==> config.mk <==
export PLATFORM = sky130hd
export DESIGN_NAME = instruction_decoder
export DESIGN_NICKNAME = d
export VERILOG_FILES = /design/src/rtl/instruction_decoder_pkg.sv /design/src/rtl/instruction_decoder_reset_holdoff.sv /design/src/rtl/instruction_decoder.sv
export SDC_FILE = /design/constraint.sdc
export NUM_CORES = 1
export LEC_CHECK = 0
export CAP_MARGIN = 20
export CORE_UTILIZATION = 25
export DETAILED_ROUTE_END_ITERATION = 10
export MAX_ROUTING_LAYER = met4
export PLACE_DENSITY_LB_ADDON = 0.05
export SETUP_SLACK_MARGIN = 0.15
export SLEW_MARGIN = 20
export SYNTH_ARGS = -nofsm -noshare
export SYNTH_HDL_FRONTEND = slang
export SYNTH_SLANG_ARGS = --single-unit
==> constraint.sdc <==
create_clock -name clk -period 2 [get_ports clk]
set_clock_uncertainty 0.15 [all_clocks]
set_input_delay 0.4 -clock clk [delete_from_list [all_inputs] [get_ports clk]]
set_output_delay 0.4 -clock clk [all_outputs]
set_load 0.005 [all_outputs]
==> src/rtl/instruction_decoder_pkg.sv <==
// ---------------------------------------------------------------------------
// instruction_decoder_pkg
//  Shared definitions for the 8-bit instruction decoder: opcode prefixes,
//  instruction field bit positions, the NOP encoding, register index names
//  and a helper that classifies an instruction word by its opcode prefix.
// ---------------------------------------------------------------------------
package instruction_decoder_pkg;

    // Opcode prefixes, compared against the top bits of the instruction.
    localparam logic       OP_LDI = 1'b0;      // 0ddd_iiii
    localparam logic [1:0] OP_MOV = 2'b10;     // 10dd_dsss
    localparam logic [2:0] OP_ALU = 3'b110;    // 110x_ffff
    localparam logic [3:0] OP_JMP = 4'b1110;   // 1110_aaaa
    localparam logic [3:0] OP_JNZ = 4'b1111;   // 1111_aaaa

    // Field bit positions.
    localparam int LDI_DST_HI = 6;
    localparam int LDI_DST_LO = 4;
    localparam int MOV_DST_HI = 5;
    localparam int MOV_DST_LO = 3;
    localparam int MOV_SRC_HI = 2;
    localparam int MOV_SRC_LO = 0;
    localparam int NIB_HI     = 3;             // imm / alu_func / jmp_addr
    localparam int NIB_LO     = 0;

    // MOV x0,x0: destination equals source, so it decodes to no action at all.
    localparam logic [7:0] NOP_INSTR = 8'h80;

    // Register indices used by the datapath.
    localparam logic [2:0] REG_X0 = 3'd0;
    localparam logic [2:0] REG_X1 = 3'd1;
    localparam logic [2:0] REG_Y0 = 3'd2;
    localparam logic [2:0] REG_Y1 = 3'd3;
    localparam logic [2:0] REG_R  = 3'd4;
    localparam logic [2:0] REG_M  = 3'd5;
    localparam logic [2:0] REG_I  = 3'd6;
    localparam logic [2:0] REG_O  = 3'd7;

    typedef enum logic [2:0] {
        CLS_LDI,
        CLS_MOV,
        CLS_ALU,
        CLS_JMP,
        CLS_JNZ
    } instr_class_e;

    // Prefix match, checked from shortest to longest prefix.
    function automatic instr_class_e classify(input logic [7:0] instr);
        if (instr[7] == OP_LDI)
            return CLS_LDI;
        else if (instr[7:6] == OP_MOV)
            return CLS_MOV;
        else if (instr[7:5] == OP_ALU)
            return CLS_ALU;
        else if (instr[7:4] == OP_JMP)
            return CLS_JMP;
        else
            return CLS_JNZ;
    endfunction

endpackage

==> src/rtl/instruction_decoder_reset_holdoff.sv <==
// ---------------------------------------------------------------------------
// instruction_decoder_reset_holdoff
//  Marks data from a synchronous RAM as invalid while reset is held and for
//  CYC cycles after it is released, covering the read latency of the first
//  post-reset fetch.
//
//  Ports:
//   clk         in   rising-edge clock
//   sync_reset  in   synchronous reset, active-high
//   valid       out  1 when the consumer may use the RAM read data
// ---------------------------------------------------------------------------
module instruction_decoder_reset_holdoff #(
    parameter int unsigned CYC = 1
) (
    input  logic clk,
    input  logic sync_reset,
    output logic valid
);

    localparam int unsigned CW = (CYC < 1) ? 1 : $clog2(CYC + 1);

    logic [CW-1:0] nop_cnt;

    always_ff @(posedge clk) begin
        if (sync_reset)
            nop_cnt <= CW'(CYC);
        else if (nop_cnt != '0)
            nop_cnt <= nop_cnt - 1'b1;
    end

    // Reset itself invalidates the data combinationally, so outputs go to NOP
    // in the very cycle reset is asserted.
    assign valid = !sync_reset && (nop_cnt == '0);

endmodule

==> src/rtl/instruction_decoder.sv <==
// ---------------------------------------------------------------------------
// instruction_decoder
//  Decodes the instruction word returned by program memory into sequencer
//  jump requests, datapath register enables / source selects / immediate,
//  and ALU control. Holds the zero flag that the sequencer uses for JNZ.
//
//  Ports:
//   clk, sync_reset   clock and synchronous active-high reset
//   pm_data   in   instruction word (program memory read data)
//   alu_zero  in   ALU result is zero for the current ALU instruction
//   jmp       out  unconditional jump request
//   jmp_nz    out  conditional jump request
//   jmp_addr  out  jump page
//   dont_jmp  out  registered zero flag (1 = last ALU result was zero)
//   reg_en    out  one-hot register load enable
//   src_sel   out  MOV source register
//   imm       out  LDI immediate
//   imm_sel   out  1 = write data from imm, 0 = from src_sel
//   alu_en    out  ALU executes this cycle
//   alu_func  out  ALU operation code
// ---------------------------------------------------------------------------
module instruction_decoder
    import instruction_decoder_pkg::*;
#(
    parameter int IW          = 8,
    parameter int NREG        = 8,
    parameter int RST_NOP_CYC = 1
) (
    input  logic            clk,
    input  logic            sync_reset,
    input  logic [IW-1:0]   pm_data,
    input  logic            alu_zero,
    output logic            jmp,
    output logic            jmp_nz,
    output logic [3:0]      jmp_addr,
    output logic            dont_jmp,
    output logic [NREG-1:0] reg_en,
    output logic [2:0]      src_sel,
    output logic [3:0]      imm,
    output logic            imm_sel,
    output logic            alu_en,
    output logic [3:0]      alu_func
);

    logic         valid;
    logic [IW-1:0] instr;
    instr_class_e cls;
    logic         z;

    instruction_decoder_reset_holdoff #(
        .CYC(RST_NOP_CYC)
    ) u_holdoff (
        .clk       (clk),
        .sync_reset(sync_reset),
        .valid     (valid)
    );

    // Invalid read data is replaced by a NOP word, so the decode below never
    // needs to look at valid itself.
    assign instr = valid ? pm_data : IW'(NOP_INSTR);
    assign cls   = classify(instr[7:0]);

    always_comb begin
        jmp      = 1'b0;
        jmp_nz   = 1'b0;
        jmp_addr = 4'h0;
        reg_en   = '0;
        src_sel  = 3'd0;
        imm      = 4'h0;
        imm_sel  = 1'b0;
        alu_en   = 1'b0;
        alu_func = 4'h0;
        case (cls)
            CLS_LDI: begin
                reg_en  = NREG'(1) << instr[LDI_DST_HI:LDI_DST_LO];
                imm     = instr[NIB_HI:NIB_LO];
                imm_sel = 1'b1;
            end
            CLS_MOV: begin
                // A register moved onto itself is a NOP, not a reload.
                if (instr[MOV_DST_HI:MOV_DST_LO] != instr[MOV_SRC_HI:MOV_SRC_LO]) begin
                    reg_en  = NREG'(1) << instr[MOV_DST_HI:MOV_DST_LO];
                    src_sel = instr[MOV_SRC_HI:MOV_SRC_LO];
                end
            end
            CLS_ALU: begin
                alu_en   = 1'b1;
                alu_func = instr[NIB_HI:NIB_LO];
            end
            CLS_JMP: begin
                jmp      = 1'b1;
                jmp_addr = instr[NIB_HI:NIB_LO];
            end
            CLS_JNZ: begin
                jmp_nz   = 1'b1;
                jmp_addr = instr[NIB_HI:NIB_LO];
            end
            default: ;
        endcase
    end

    // alu_en is already forced low for invalid cycles, including the reset
    // cycle, so an ALU op interrupted by reset never touches the flag.
    always_ff @(posedge clk) begin
        if (sync_reset)
            z <= 1'b1;
        else if (alu_en)
            z <= alu_zero;
    end

    assign dont_jmp = z;

endmodule

==> metrics.txt, run 1 <==
Primary FF master, synth dfxtp_1; Startpoint Class primary input; critical path capture point type output pin; total power 0.0003605 W; Worst VDD drop 247.8 uV; CP max FO 6; switch share 0.3566; Avg Cell Area, Syn 7.382 um2; num rows 16; fmax 0.4978 GHz; CP arrival 1.46 ns; mapped cell area 516.7 um2; post-synthesis compound-gate area fraction 0.2131; RSZ-0062 raised after global routing true; Fin Hold WS 0.3496 ns; reg2reg setup slack 0.71 ns; CTS clk-pin slew, worst paths 0.03 ns; number of global-route vias before repair 750; async set or reset register ratio after synthesis 0; CTS tree done; outcome finished, violations left; Remaining DRCs 0; Final WS setup -0.008709 ns; Seq/Total Area, Yosys 0.07748; ANT nets after route 0; number of synthesized flops with an enable pin 0; internal cell power 0.0002319 W; Synth Instances 70; first-pass GRT wire length 3470 um; combinational power share 0.632; most common cell after layout, fill and taps aside buf_6; Tot GR Track Use 0.2245; Req. time, crit path 1.45 ns; Syn. warnings 0; Rel. slew slack 0.8155; die width 47.47 um; worst min path class primary input to flip-flop; drt pass-1 iters 4; Leakage 0.6875 nW; final core occ 0.7226; Max Root-Sink Buffers 2; P&R area growth vs syn 174.3%; clock root cell clkbuf_4; TritonCTS buffer count 3; Adder-Cell Fraction of Synth Area 0; Vias 831; DR iter-0 viols 9; Setup CP Type primary input to output pin; Final setup viols 2; failing checks negative setup slack; post-synthesis mux area share 0; final hold vios 0; simple-gate area share of the yosys netlist 0.5351; clock share of power 0.245; net switching power figure 0.0001286 W; core area 0.001962 mm2; WL per Instance 14.39 um; most frequent cells in the layout 28 x buf_6, 25 x buf_4, 19 x buf_2; boundary pin count 39; fraction of the cycle the final worst path needs 1.004; share of layout cells above drive strength 1 0.7500; die height 47.47 um; final worst path period need 2.009 ns; Slew Viols, Final 0; via/cell ratio 4.749; Worst Tran Pin Value 0.2747 ns; Max-Cap Viols 0; PwrDens 254.3 mW/mm2; Layout fillers 162; Mapped Nets 81; worst skew pair latency 0.22 ns; final WL 2518 um; final net count 161; grt ovf 0; #FFs+latches synth 2; GPL Wtd Cong 0.8848; Starting Density 0.2634; xor-xnor portion of the synthesized cell area 0.07990; largest net degree at the start of global routing 8; Buffers on Ports 38; Synth cell types 34; clock tree sinks 2; post-DP HPWL 1535 um; initial antenna violation count 0; H-tree Lvls 1; main combinational cell family by area after synthesis simple AND/OR/NAND/NOR gates; # diodes 0; sequential power share 0.123; Die ar. 0.002253 mm2
layout make-up:
type,instances,area (um2),share of cell area
timing repair buffer,79,673.1,0.4748
inverter,3,11.26,0.007944
sequential,2,43.79,0.03089
multi-input combinational,61,633.1,0.4466
clock buffer,3,22.52,0.01589
tap,27,33.78,0.02383
sequential cells by signal, indices dropped and copies added, names as in the netlist:
register / count
u_holdoff.nop_cnt: 1
dont_jmp: 1
Yosys cell counts (all sizes together) (2+ instances only):
master | n | share of area
and3 | 2 | 0.027
o311ai | 2 | 0.034
xor2 | 3 | 0.080
o31ai | 3 | 0.044
and2 | 16 | 0.19
and2b | 2 | 0.031
nor3 | 4 | 0.039
buf | 3 | 0.065
nand2 | 3 | 0.022
nand4 | 3 | 0.036
dfxtp | 2 | 0.077
a21oi | 3 | 0.029
nand2b | 4 | 0.068
nor2 | 3 | 0.022
inv | 3 | 0.022
stage by stage:
step           cell area [um2]  setup WS (ns)  setup TNS [ns]  cells
2_1_floorplan            516.7         0.2368               0     70
4_1_cts                   1270      -0.002221       -0.002221    174
3_5_place_dp              1044        -0.7903          -19.62    151
5_1_grt                   1418       -0.04724         -0.2389    175
6_report                  1418      -0.008709        -0.01532    175
3_3_place_gp              1044        -0.7977          -19.90    151
worst max-delay path, stage by stage:
cell     delay (ns)
buf_8          0.10
buf_8          0.12
xor2_4         0.24
buf_6          0.16
nor3_4         0.04
buf_6          0.12
o32ai_4        0.10
buf_2          0.15
kinds of logic after synthesis:
family / Yosys count
and+or+nand+nor: 43
buffers and inverters: 7
xor gates and xnor gates: 3
DFF: 2
AOI/OAI and AO/OA: 15
timing repair:
item,in CTS,in global routing
resized for setup,184,36
hold endpoints to repair,0,0
pin swaps,22,14
cloned,0,0
buffers inserted,20,1
hold buffers,0,0
endpoints found under the setup margin,28,26
metal layers:
layer / wire [um] / track usage / up-vias
met3: 117 / 0.02264 / 8
li1: - / - / 407
met4: 65 / 0.07429 / 0
met5: 0 / - / -
met1: 1028 / 0.2805 / 385
met2: 1306 / 0.3753 / 31
path summary, 6_finish.rpt:
path                       endpoint               from  depth (start not counted)
hold reg to reg            dont_jmp           dont_jmp                          3
setup reg to reg           dont_jmp  u_holdoff.nop_cnt                          4
hold / removal    u_holdoff.nop_cnt         sync_reset                          2
setup / recovery          reg_en[6]         pm_data[5]                          8
power by group through the flow:
stage / Clock (W) / Sequential, W / Combinational, W
detailed placement: 0 / 0.0000442 / 0.000131
finish: 0.0000883 / 0.0000445 / 0.000228
floorplan: 0 / 0.0000437 / 0.0000515
global placement: 0 / 0.0000443 / 0.000131
CTS: 0.0000929 / 0.0000442 / 0.000199
global route: 0.0000979 / 0.0000446 / 0.000241
(Power assumes the default switching activity.)
==> run 2: changes to the inputs <==
==> constraint.sdc (replaced) <==
create_clock -name clk -period 2 [get_ports clk]
set_clock_uncertainty 0.15 [all_clocks]
set_input_delay 0.4 -clock clk [delete_from_list [all_inputs] [get_ports clk]]
set_output_delay 0.4 -clock clk [all_outputs]
set_load 0.05 [all_outputs]
==> metrics.txt, run 2 (synthesis results as in run 1) <==
worst skew pair latency 0.23 ns; R2R Path End dont_jmp; Setup CP Type primary input to output pin; PwrDens 237.4 mW/mm2; Final WS setup -0.05134 ns; Vias 838; post-DP HPWL 1796 um; total power 0.0003954 W; die width 47.47 um; Buffers on Ports 38; via/cell ratio 5.110; CTS tree done; Remaining DRCs 0; reg2reg setup slack 0.77 ns; Leakage 0.6872 nW; largest net degree at the start of global routing 8; Worst Hold Path EP u_holdoff.nop_cnt; most frequent cells in the layout 23 x buf_4, 20 x buf_12, 16 x and2_4; CP arrival 1.50 ns; Slew Viols, Final 0; final WL 2707 um; num rows 16; boundary pin count 39; Starting Density 0.2634; critical path capture point type output pin; hold_buf cts 0; core area 0.001962 mm2; area of the multi-input gates 713.2 um2; outcome finished, violations left; Worst Tran Pin Value 0.3617 ns; # diodes 0; fmax 0.4875 GHz; drt pass-1 iters 4; WHS Path Cells 2; failing checks negative setup slack; worst min path class primary input to flip-flop; number of cells after detailed placement 155; worst r2r path cells 3; number of global-route vias before repair 887; die height 47.47 um; hold wc startpoint sync_reset; Tot GR Track Use 0.2811; most common cell after layout, fill and taps aside buf_4; Max Root-Sink Buffers 2; Final setup viols 10; final hold vios 0; first-pass GRT wire length 4146 um; clock root cell clkbuf_4; slowest stage delay, CP 0.31 ns; Startpoint Class primary input; final net count 150; post-route cell area 0.001665 mm2; Storage cell area 43.79 um2; most used cell, CP buf_6; DR iter-0 viols 6; Max-Cap Viols 0; ANT nets after route 0; Req. time, crit path 1.45 ns; placed cell area 0.001460 mm2; WL per Instance 16.51 um; r2r startpoint u_holdoff.nop_cnt; RSZ-0062 raised after global routing true; TritonCTS buffer count 3; grt ovf 0; initial antenna violation count 0; GPL Wtd Cong 0.8417; share of layout cells above drive strength 1 0.8467; Die ar. 0.002253 mm2; clock tree sinks 2; Rel. slew slack 0.7585; P&R area growth vs syn 222.3%; final worst path period need 2.051 ns; fraction of the cycle the final worst path needs 1.026; H-tree Lvls 1; Layout fillers 120; critical-path cell list buf_6 > buf_6 > xor2_4 > o311a_1 > and2_4 > buf_8; final core occ 0.8489; CTS clk-pin slew, worst paths 0.03 ns; slowest cell on the critical path xor2_4; Worst VDD drop 378.0 uV; Non-Filler Instances 164; Fin Hold WS 0.3455 ns; CP max FO 6
[run 2: worst max path at each step]
stage,start,cells past startpoint,slack [ns],endpoint
2_1_floorplan,pm_data[7],3,0.06,imm[0]
3_3_place_gp,pm_data[2],5,-0.51,reg_en[6]
3_5_place_dp,pm_data[1],5,-0.54,reg_en[6]
4_1_cts,pm_data[5],6,-0.12,reg_en[5]
5_1_grt,pm_data[5],6,-0.08,src_sel[1]
6_report,pm_data[5],6,-0.05,src_sel[1]
[run 2: per-layer routing]
metal  wire length (um)  track usage  up-vias
met5                  0            -        -
met3                 83      0.04906        8
met1               1040       0.3114      408
met2               1506       0.4685       34
met4                 77       0.1657        0
li1                   -            -      388
[run 2: layout make-up]
| type | instances | share of cell area |
|---|---|---|
| Tap cell | 27 | 0.02029 |
| Clock buffer | 3 | 0.01352 |
| Sequential cell | 2 | 0.02630 |
| Timing Repair Buffer | 68 | 0.5049 |
| Multi-Input combinational cell | 61 | 0.4282 |
| Inverter | 3 | 0.006762 |
[run 2: power by group]
part / leakage (nW) / switching [W] / total, W / internal [W]
combinational: 0.656 / 0.000137 / 0.000259 / 0.000122
sequential: 0.0169 / 0.00000427 / 0.0000456 / 0.0000413
clock: 0.0138 / 0.0000243 / 0.0000906 / 0.0000663
total: 0.687 / 0.000166 / 0.000395 / 0.000230
[run 2: repair_timing]
action	4_1_cts	5_1_grt
gates resized for setup	68	13
setup buffers	3	3
pin swaps	18	13
cloned	0	0
setup endpoints to repair	27	26
[run 2: metrics by stage]
stage | TNS, ns | setup slack (ns)
final | -0.2540 | -0.05134
after detailed placement | -11.20 | -0.5445
after floorplan | 0 | 0.05756
after global placement | -10.82 | -0.5107
after global routing | -0.5741 | -0.08044
after CTS | -0.3830 | -0.1206
[run 2: worst max-delay path, delay by kind of cell]
kind | cells | cell delay [ns]
compound gates | 1 | 0.26
xor+xnor | 1 | 0.31
buf+inv | 3 | 0.35
simple gates | 1 | 0.17
==> run 3: changes to the inputs <==
--- a/config.mk
+++ b/config.mk
@@ -7,7 +7,9 @@
 export LEC_CHECK = 0
 export CAP_MARGIN = 20
 export CORE_UTILIZATION = 25
+export CTS_CLUSTER_DIAMETER = 200
 export DETAILED_ROUTE_END_ITERATION = 10
+export GPL_TIMING_DRIVEN = 0
 export MAX_ROUTING_LAYER = met4
 export PLACE_DENSITY_LB_ADDON = 0.05
 export SETUP_SLACK_MARGIN = 0.15
==> metrics.txt, run 3 (synthesis results as in run 1) <==
first-pass GRT wire length 3560 um; DR iter-0 viols 27; final WL 2548 um; clock tree sinks 2; PwrDens 265.5 mW/mm2; hold_buf cts 0; P&R area growth vs syn 200.7%; worst min path class primary input to flip-flop; outcome finished, violations left; Req. time, crit path 1.45 ns; hold wc startpoint sync_reset; CP arrival 1.50 ns; die width 47.47 um; Rel. slew slack 0.6749; Worst Tran Pin Value 0.4895 ns; share of layout cells above drive strength 1 0.8295; WHS Path Cells 1; Layout fillers 129; Leakage 0.6457 nW; final hold vios 0; initial antenna violation count 0; net switching power figure 0.0001763 W; fmax 0.4885 GHz; ANT nets after route 0; most frequent cells in the layout 18 x buf_8, 17 x buf_4, 16 x buf_6, 16 x and2_4, 5 x buf_12; failing checks negative setup slack; via/cell ratio 5.199; GPL Wtd Cong 0.7331; Setup CP Type primary input to output pin; worst skew pair latency 0.24 ns; clock root cell clkbuf_4; WL per Instance 16.33 um; grt ovf 0; most common cell after layout, fill and taps aside buf_8; Buffers on Ports 36; num rows 16; final net count 142; internal cell power 0.0002363 W; final core occ 0.7921; sequential power share 0.111; number of global-route vias before repair 731; number of cells after detailed placement 133; TritonCTS buffer count 3; Max Root-Sink Buffers 2; reg2reg setup slack 0.54 ns; Vias 811; final worst path period need 2.047 ns; CP max FO 6; switch share 0.4272; Tot GR Track Use 0.2339; Slew Viols, Final 0; largest net degree at the start of global routing 11; die height 47.47 um; fraction of the cycle the final worst path needs 1.023; core area 0.001962 mm2; Starting Density 0.2634; boundary pin count 39; RSZ-0062 raised after global routing true; Remaining DRCs 0; Final setup viols 9; Startpoint Class primary input; Max-Cap Viols 0; placed cell area 0.001119 mm2; CTS clk-pin slew, worst paths 0.04 ns; clock share of power 0.236; worst r2r path cells 5; post-DP HPWL 1361 um; Worst Hold Path EP u_holdoff.nop_cnt; drt pass-1 iters 4; combinational power share 0.654; r2r startpoint u_holdoff.nop_cnt; CTS tree done; Non-Filler Instances 156; # diodes 0; Die ar. 0.002253 mm2; critical path capture point type output pin; Final WS setup -0.04691 ns; post-route cell area 0.001554 mm2; H-tree Lvls 1; R2R Path End dont_jmp; Worst VDD drop 372.2 uV
run 3: changes by cell type in the layout (fill, tap and decap cells not counted), sizes merged:
cell         delta
dlygate4sd2     +1
buf             -9
run 3: what timing repair did:
item                                    4_1_cts  5_1_grt
resized for setup                           262       23
buffers inserted                             16        4
pin swaps                                    18       19
endpoints found under the setup margin       29       22
run 3: power by group through the flow:
| stage | registers (W) | logic (W) | clock network, W |
|---|---|---|---|
| after floorplan | 0.0000463 | 0.000110 | 0 |
| after global placement | 0.0000454 | 0.000170 | 0 |
| after detailed placement | 0.0000455 | 0.000170 | 0 |
| after CTS | 0.0000461 | 0.000238 | 0.0000946 |
| after global routing | 0.0000457 | 0.000281 | 0.000102 |
| final | 0.0000457 | 0.000270 | 0.0000972 |
run 3: final cells by class:
cell class / count / area [um2] / area share
Clock buffer: 3 / 22.52 / 0.01449
Buffer: 4 / 50.05 / 0.03221
Inverter: 3 / 11.26 / 0.007246
Multi-Input combinational cell: 61 / 733.2 / 0.4718
Tap cell: 27 / 33.78 / 0.02174
Sequential cell: 2 / 43.79 / 0.02818
Timing Repair Buffer: 56 / 659.4 / 0.4243
run 3: worst max-delay path, cell delays in order:
cell     delay (ns)
buf_12         0.11
xor2_4         0.17
buf_12         0.14
o311a_4        0.38
and2_4         0.15
buf_8          0.14
run 3: layer usage:
metal	vias to the layer above	routed length, um	track usage
met2	47	1341	0.3781
met3	6	147	0.03774
met4	0	44	0.04571
met5	-	0	-
met1	387	1013	0.3075
li1	371	-	-
run 3: how the worst max path moves through the flow:
| stage | from | endpoint | slack [ns] | cells after the start |
|---|---|---|---|---|
| CTS | pm_data[5] | reg_en[1] | -0.004 | 6 |
| floorplan | pm_data[7] | imm[0] | 0.06 | 3 |
| finish | pm_data[1] | src_sel[0] | -0.05 | 6 |
| detailed placement | sync_reset | reg_en[6] | -1.20 | 5 |
| global placement | sync_reset | reg_en[6] | -1.19 | 5 |
| global route | pm_data[1] | src_sel[2] | -0.05 | 6 |
run 3: per-stage QoR:
stage	TNS, ns	total power (W)	setup WS (ns)	hold WS (ns)
2_1_floorplan	0	0.0001565	0.05756	0.2777
3_3_place_gp	-29.03	0.0002150	-1.187	0.4750
3_5_place_dp	-29.37	0.0002159	-1.198	0.4972
4_1_cts	-0.005064	0.0003792	-0.004236	0.2528
5_1_grt	-0.4288	0.0004290	-0.05498	0.2515
6_report	-0.2155	0.0004126	-0.04691	0.2493
